<file path="src/rtl/axi_rd_arbiter_pkg.sv">
// Shared types and AXI constants for the AXI read-port arbiter.
package axi_rd_arbiter_pkg;

  typedef enum logic {
    OWN_IFU = 1'b0,
    OWN_LSU = 1'b1
  } owner_e;

  typedef enum logic [1:0] {
    S_IDLE = 2'd0,
    S_ADDR = 2'd1,
    S_DATA = 2'd2
  } state_e;

  localparam logic [1:0] BURST_INCR = 2'b01;
  localparam logic [1:0] RESP_OKAY  = 2'b00;

endpackage

</file>
<file path="src/rtl/axi_rd_grant.sv">
// Tie-break between IFU and LSU read requests plus the last_grant register.
// AXI_RD_ARB_RR_EN selects round-robin on ties; otherwise LSU has fixed priority.
module axi_rd_grant
  import axi_rd_arbiter_pkg::*;
(
  input  logic   clock,
  input  logic   reset,
  input  logic   ifu_req,
  input  logic   lsu_req,
  input  logic   done,
  input  owner_e done_owner,
  output owner_e winner
);

  owner_e last_grant;

  always_ff @(posedge clock or posedge reset) begin
    if (reset) begin
      last_grant <= OWN_LSU;
    end else if (done) begin
      last_grant <= done_owner;
    end
  end

`ifdef AXI_RD_ARB_RR_EN
  always_comb begin
    winner = OWN_IFU;
    if (ifu_req && lsu_req) begin
      winner = (last_grant == OWN_LSU) ? OWN_IFU : OWN_LSU;
    end else if (lsu_req) begin
      winner = OWN_LSU;
    end
  end
`else
  // Fixed priority: only the LSU request matters when deciding the winner.
  logic unused_grant_inputs;
  assign unused_grant_inputs = ^{ifu_req, last_grant};

  always_comb begin
    winner = lsu_req ? OWN_LSU : OWN_IFU;
  end
`endif

endmodule

</file>
<file path="src/rtl/axi_rd_arbiter.sv">
// Shares the io_master AXI4 read port between IFU and LSU, one transaction at a time.
// Optional round-robin tie-break via AXI_RD_ARB_RR_EN (see axi_rd_grant).
//
// state  | meaning
// S_IDLE | sample requests; one-cycle arready pulse to the winner, latch payload
// S_ADDR | io_master_arvalid held with latched payload until arready
// S_DATA | R beats routed to owner until rlast (or beat count reaches arlen)
module axi_rd_arbiter
  import axi_rd_arbiter_pkg::*;
#(
  parameter int          ADDR_W = 32,
  parameter int          DATA_W = 32,
  parameter logic [3:0]  IFU_ID = 4'd0,
  parameter logic [3:0]  LSU_ID = 4'd1
) (
  input  logic              clock,
  input  logic              reset,

  input  logic              ifu_arvalid,
  output logic              ifu_arready,
  input  logic [ADDR_W-1:0] ifu_araddr,
  input  logic [7:0]        ifu_arlen,
  input  logic [2:0]        ifu_arsize,
  output logic              ifu_rvalid,
  input  logic              ifu_rready,
  output logic [DATA_W-1:0] ifu_rdata,
  output logic [1:0]        ifu_rresp,
  output logic              ifu_rlast,

  input  logic              lsu_arvalid,
  output logic              lsu_arready,
  input  logic [ADDR_W-1:0] lsu_araddr,
  input  logic [7:0]        lsu_arlen,
  input  logic [2:0]        lsu_arsize,
  output logic              lsu_rvalid,
  input  logic              lsu_rready,
  output logic [DATA_W-1:0] lsu_rdata,
  output logic [1:0]        lsu_rresp,
  output logic              lsu_rlast,

  output logic              io_master_arvalid,
  input  logic              io_master_arready,
  output logic [ADDR_W-1:0] io_master_araddr,
  output logic [3:0]        io_master_arid,
  output logic [7:0]        io_master_arlen,
  output logic [2:0]        io_master_arsize,
  output logic [1:0]        io_master_arburst,
  input  logic              io_master_rvalid,
  output logic              io_master_rready,
  input  logic [DATA_W-1:0] io_master_rdata,
  input  logic [1:0]        io_master_rresp,
  input  logic              io_master_rlast,
  input  logic [3:0]        io_master_rid,

  output logic              arb_err
);

  state_e            state_q, state_d;
  owner_e            owner_q, owner_d;
  owner_e            winner;
  logic              gnt_q, gnt_d;
  logic              latch;
  logic              done;
  logic [ADDR_W-1:0] addr_q;
  logic [7:0]        len_q;
  logic [2:0]        size_q;
  logic [7:0]        beat_q, beat_d;
  logic              err_q, err_d;

  logic              own_is_lsu;
  logic              own_arvalid;
  logic              own_rready;
  logic [3:0]        own_id;
  logic              beat_acc;

  assign own_is_lsu  = (owner_q == OWN_LSU);
  assign own_arvalid = own_is_lsu ? lsu_arvalid : ifu_arvalid;
  assign own_rready  = own_is_lsu ? lsu_rready  : ifu_rready;
  assign own_id      = own_is_lsu ? LSU_ID      : IFU_ID;
  assign beat_acc    = (state_q == S_DATA) && io_master_rvalid && own_rready;

  axi_rd_grant u_grant (
    .clock      (clock),
    .reset      (reset),
    .ifu_req    (ifu_arvalid),
    .lsu_req    (lsu_arvalid),
    .done       (done),
    .done_owner (owner_q),
    .winner     (winner)
  );

  always_ff @(posedge clock or posedge reset) begin
    if (reset) begin
      state_q <= S_IDLE;
      owner_q <= OWN_IFU;
      gnt_q   <= 1'b0;
      addr_q  <= '0;
      len_q   <= '0;
      size_q  <= '0;
      beat_q  <= '0;
      err_q   <= 1'b0;
    end else begin
      state_q <= state_d;
      owner_q <= owner_d;
      gnt_q   <= gnt_d;
      beat_q  <= beat_d;
      err_q   <= err_d;
      if (latch) begin
        addr_q <= own_is_lsu ? lsu_araddr : ifu_araddr;
        len_q  <= own_is_lsu ? lsu_arlen  : ifu_arlen;
        size_q <= own_is_lsu ? lsu_arsize : ifu_arsize;
      end
    end
  end

  always_comb begin
    state_d = state_q;
    owner_d = owner_q;
    gnt_d   = 1'b0;
    latch   = 1'b0;
    done    = 1'b0;
    beat_d  = beat_q;
    err_d   = err_q;
    case (state_q)
      S_IDLE: begin
        // gnt_q marks the arready cycle; a requester that withdrew gets nothing.
        if (gnt_q) begin
          if (own_arvalid) begin
            latch   = 1'b1;
            beat_d  = '0;
            state_d = S_ADDR;
          end
        end else if (ifu_arvalid || lsu_arvalid) begin
          gnt_d   = 1'b1;
          owner_d = winner;
        end
      end
      S_ADDR: begin
        if (io_master_arready) state_d = S_DATA;
      end
      S_DATA: begin
        if (beat_acc) begin
          beat_d = beat_q + 8'd1;
          if (io_master_rid != own_id)                  err_d = 1'b1;
          if (io_master_rlast && (beat_q != len_q))     err_d = 1'b1;
          if (!io_master_rlast && (beat_q == len_q))    err_d = 1'b1;
          if (io_master_rlast || (beat_q == len_q)) begin
            done    = 1'b1;
            state_d = S_IDLE;
          end
        end
      end
      default: state_d = S_IDLE;
    endcase
  end

  assign ifu_arready = gnt_q && !own_is_lsu && ifu_arvalid;
  assign lsu_arready = gnt_q &&  own_is_lsu && lsu_arvalid;

  assign io_master_arvalid = (state_q == S_ADDR);
  assign io_master_araddr  = addr_q;
  assign io_master_arid    = own_id;
  assign io_master_arlen   = len_q;
  assign io_master_arsize  = size_q;
  assign io_master_arburst = BURST_INCR;
  assign io_master_rready  = (state_q == S_DATA) && own_rready;

  assign ifu_rvalid = (state_q == S_DATA) && !own_is_lsu && io_master_rvalid;
  assign lsu_rvalid = (state_q == S_DATA) &&  own_is_lsu && io_master_rvalid;
  assign ifu_rdata  = io_master_rdata;
  assign ifu_rresp  = io_master_rresp;
  assign ifu_rlast  = io_master_rlast;
  assign lsu_rdata  = io_master_rdata;
  assign lsu_rresp  = io_master_rresp;
  assign lsu_rlast  = io_master_rlast;

  assign arb_err = err_q;

endmodule

</file>
<file path="config.mk">
export PLATFORM = sky130hd
export DESIGN_NAME = axi_rd_arbiter
export DESIGN_NICKNAME = d
export VERILOG_FILES = /design/src/rtl/axi_rd_arbiter_pkg.sv /design/src/rtl/axi_rd_grant.sv /design/src/rtl/axi_rd_arbiter.sv
export SDC_FILE = /design/constraint.sdc
export NUM_CORES = 1
export LEC_CHECK = 0
export ABC_AREA = 1
export CAP_MARGIN = 0
export CORE_MARGIN = 1.5
export CORE_UTILIZATION = 30
export CTS_BUF_LIST = sky130_fd_sc_hd__clkbuf_4 sky130_fd_sc_hd__clkbuf_8
export DETAILED_ROUTE_END_ITERATION = 7
export GPL_ROUTABILITY_DRIVEN = 1
export PLACE_DENSITY = 0.74
export SYNTH_ARGS = -nofsm -noshare
export SYNTH_HDL_FRONTEND = slang
export SYNTH_HIERARCHICAL = 1
export SYNTH_SLANG_ARGS = --single-unit
</file>
<file path="constraint.sdc">
create_clock -name clock -period 3.05 [get_ports clock]
set_input_delay 0.305 -clock clock [delete_from_list [all_inputs] [get_ports clock]]
set_output_delay 0.305 -clock clock [all_outputs]
set_load 0.005 [all_outputs]
</file>
==> impl_metrics.env <==
export IMPL_status="complete, no violations"
export IMPL_crit_arrival_ns=1.69
export IMPL_dieArea_mm2=0.01213
export IMPL_via_per_inst=4.518
export IMPL_intPower_mw=2.144
export IMPL_synth_cells=397
export IMPL_holdBufCountCts=0
export IMPL_tightest_slew_ns=0.7172
export IMPL_instances_no_fill=610
export IMPL_chipWidth_um=110.1
export IMPL_cts_resized=0
export IMPL_peakVddDrop_mv=0.2748
export IMPL_grt_pass1_wl_um=13100
export IMPL_start_util_pct=31.22
export IMPL_crit_chain="inv_1 > nand2_1 > nor3_1 > clkdlybuf4s50_1"
export IMPL_cts_tree="done"
export IMPL_pwr_share_clk_pct=12.1
export IMPL_pwr_share_comb_pct=49.3
export IMPL_cts_setup_buffers=0
export IMPL_dp_cells=603
export IMPL_cp_max_fo=4
export IMPL_finalCriticalPeriod_ns=1.990
export IMPL_slew_viol_final=0
export IMPL_yosys_warnings=6
export IMPL_drive_gt1_share_pct=4.043
export IMPL_diodes=0
export IMPL_wl_met1_um=3180
export IMPL_die_h_um=110.1
export IMPL_critPathLaunchType="register"
export IMPL_p_leak_nw=2.032
export IMPL_drt_pre_antenna_iters=4
export IMPL_cts_buffer_depth=2
export IMPL_hold_class="input pin to async pin"
export IMPL_sw_frac_of_total_pct=35.79
export IMPL_p_switching_mw=1.195
export IMPL_port_buffers=151
export IMPL_dpl_hpwl_um=6591
export IMPL_cp_slowest_cell="clkdlybuf4s50_1"
export IMPL_cts_root_buf="clkbuf_8"
export IMPL_grt_start_max_net_pins=59
export IMPL_clk_pin_slew_ns=0.10
export IMPL_synth_cell_area_mm2=0.003443
export IMPL_cap_violations=0
export IMPL_ant_nets=0
export IMPL_area_growth_pct=32.96
export IMPL_gp_congestion=0.7733
export IMPL_hold_ws_ns=0.3465
export IMPL_power_density_mw_per_mm2=729.5
export IMPL_grt_usage_pct=14.19
export IMPL_row_count=38
export IMPL_drt_total_wl_um=8438
export IMPL_route_met2_wl_um=4106
export IMPL_numCtsBuffers=5
export IMPL_worstSetupEndpointType="primary output"
export IMPL_vias=2756
export IMPL_design_core_area_mm2=0.01103
export IMPL_clock_latency_ns=0.31
export IMPL_drc=0
export IMPL_final_util_pct=41.50
export IMPL_p_seq_share_pct=38.6
export IMPL_met3WireLength_um=912
export IMPL_report_final_hold_viol_count=0
export IMPL_max_slew_margin_pct=52.19
export IMPL_tns_ns=0
export IMPL_finClkSkew_ns=0.006400
export IMPL_cts_sinks=56
export IMPL_cp_data_required_time_ns=2.74
export IMPL_finalSetupViolCount=0
export IMPL_cpPeakStageDelay_ns=0.55
export IMPL_num_nets_final=604
export IMPL_path_class="register to primary output"
export IMPL_rsz0062_at_grt="no"
export IMPL_grt_pass1_vias=2787
export IMPL_avgSynthCellArea_um2=8.673
export IMPL_ios=259
export IMPL_cts_htree_levels=2
export IMPL_maxUsedRoutingLayer="met4"
export IMPL_drtIter0Drc=81
export IMPL_timing_fmax_mhz=502.4
export IMPL_routedWlPerCell_um=13.83
export IMPL_antenna_found_initial=0
export IMPL_post_route_period_util_pct=65.26
export IMPL_overflow=0
## placed cells by master (no fill, tap or decap), types with 4 or more instances in the layout
cell type	instances
o21ai_0	45
nor2_1	10
o21ai_1	5
dfrtp_1	55
nand2_1	85
conb_1	5
buf_4	4
nor3_1	7
clkbuf_8	5
clkdlybuf4s50_1	151
inv_1	21
xnor2_1	5
nand3_1	10
mux2i_1	43
## worst paths after layout
check	start	endpoint	slack (ns)	cells past startpoint
min in group clock	io_master_araddr[0]	io_master_araddr[0]	0.49	2
hold / removal	reset	io_master_araddr[10]	0.35	2
hold reg to reg	io_master_araddr[0]	io_master_araddr[0]	0.49	2
max in group asynchronous	reset	own_is_lsu	1.86	3
setup reg to reg	own_is_lsu	io_master_arlen[5]	1.30	3
setup / recovery	state_q[0]	lsu_rvalid	1.06	4
## per-stage QoR
| stage | worst slack, ns | instance area, µm² | power, mW |
|---|---|---|---|
| floorplan | 1.374 | 3455 | 2.214 |
| global placement | 1.105 | 4497 | 2.937 |
| detailed placement | 1.111 | 4497 | 2.982 |
| CTS | 0.9791 | 4578 | 3.401 |
| global route | 0.9144 | 4578 | 3.625 |
| finish | 1.060 | 4578 | 3.340 |
## power groups by stage
stage / sequential (mW) / clock [mW] / combinational, mW
final: 1.29 / 0.404 / 1.65
after global routing: 1.34 / 0.443 / 1.85
after CTS: 1.30 / 0.423 / 1.68
after detailed placement: 1.31 / 0 / 1.68
after global placement: 1.29 / 0 / 1.64
after floorplan: 1.26 / 0 / 0.949
## sequential cells by signal, summed over array words and instances (netlist names)
| register | flops |
|---|---|
| own_is_lsu | 1 |
| arb_err | 1 |
| io_master_arlen | 8 |
| beat_q | 8 |
| state_q | 2 |
| io_master_araddr | 32 |
| io_master_arsize | 3 |
| gnt_q | 1 |
## critical path: cells and delay by family (launching register included)
family / cells / cell delay (ns)
buffers and inverters: 2 / 0.64
flip-flops: 1 / 0.39
AND/OR/NAND/NOR: 2 / 0.35
## final cells by class
class / count / area [µm²]
Tap cell: 140 / 175.2
Multi-Input combinational cell: 229 / 1291
Timing Repair Buffer: 155 / 1541
Sequential cell: 56 / 1403
Clock buffer: 6 / 76.32
Fill cell: 1087 / 6452
Inverter: 23 / 86.33
Clock inverter: 1 / 5.005
## metal layers
layer	up-vias	global-route usage [%]
li1	1348	-
met3	30	5.761
met4	0	6.044
met2	126	24.40
met1	1252	15.45
met5	-	0
No activity file was read; power rests on OpenSTA's default activity.
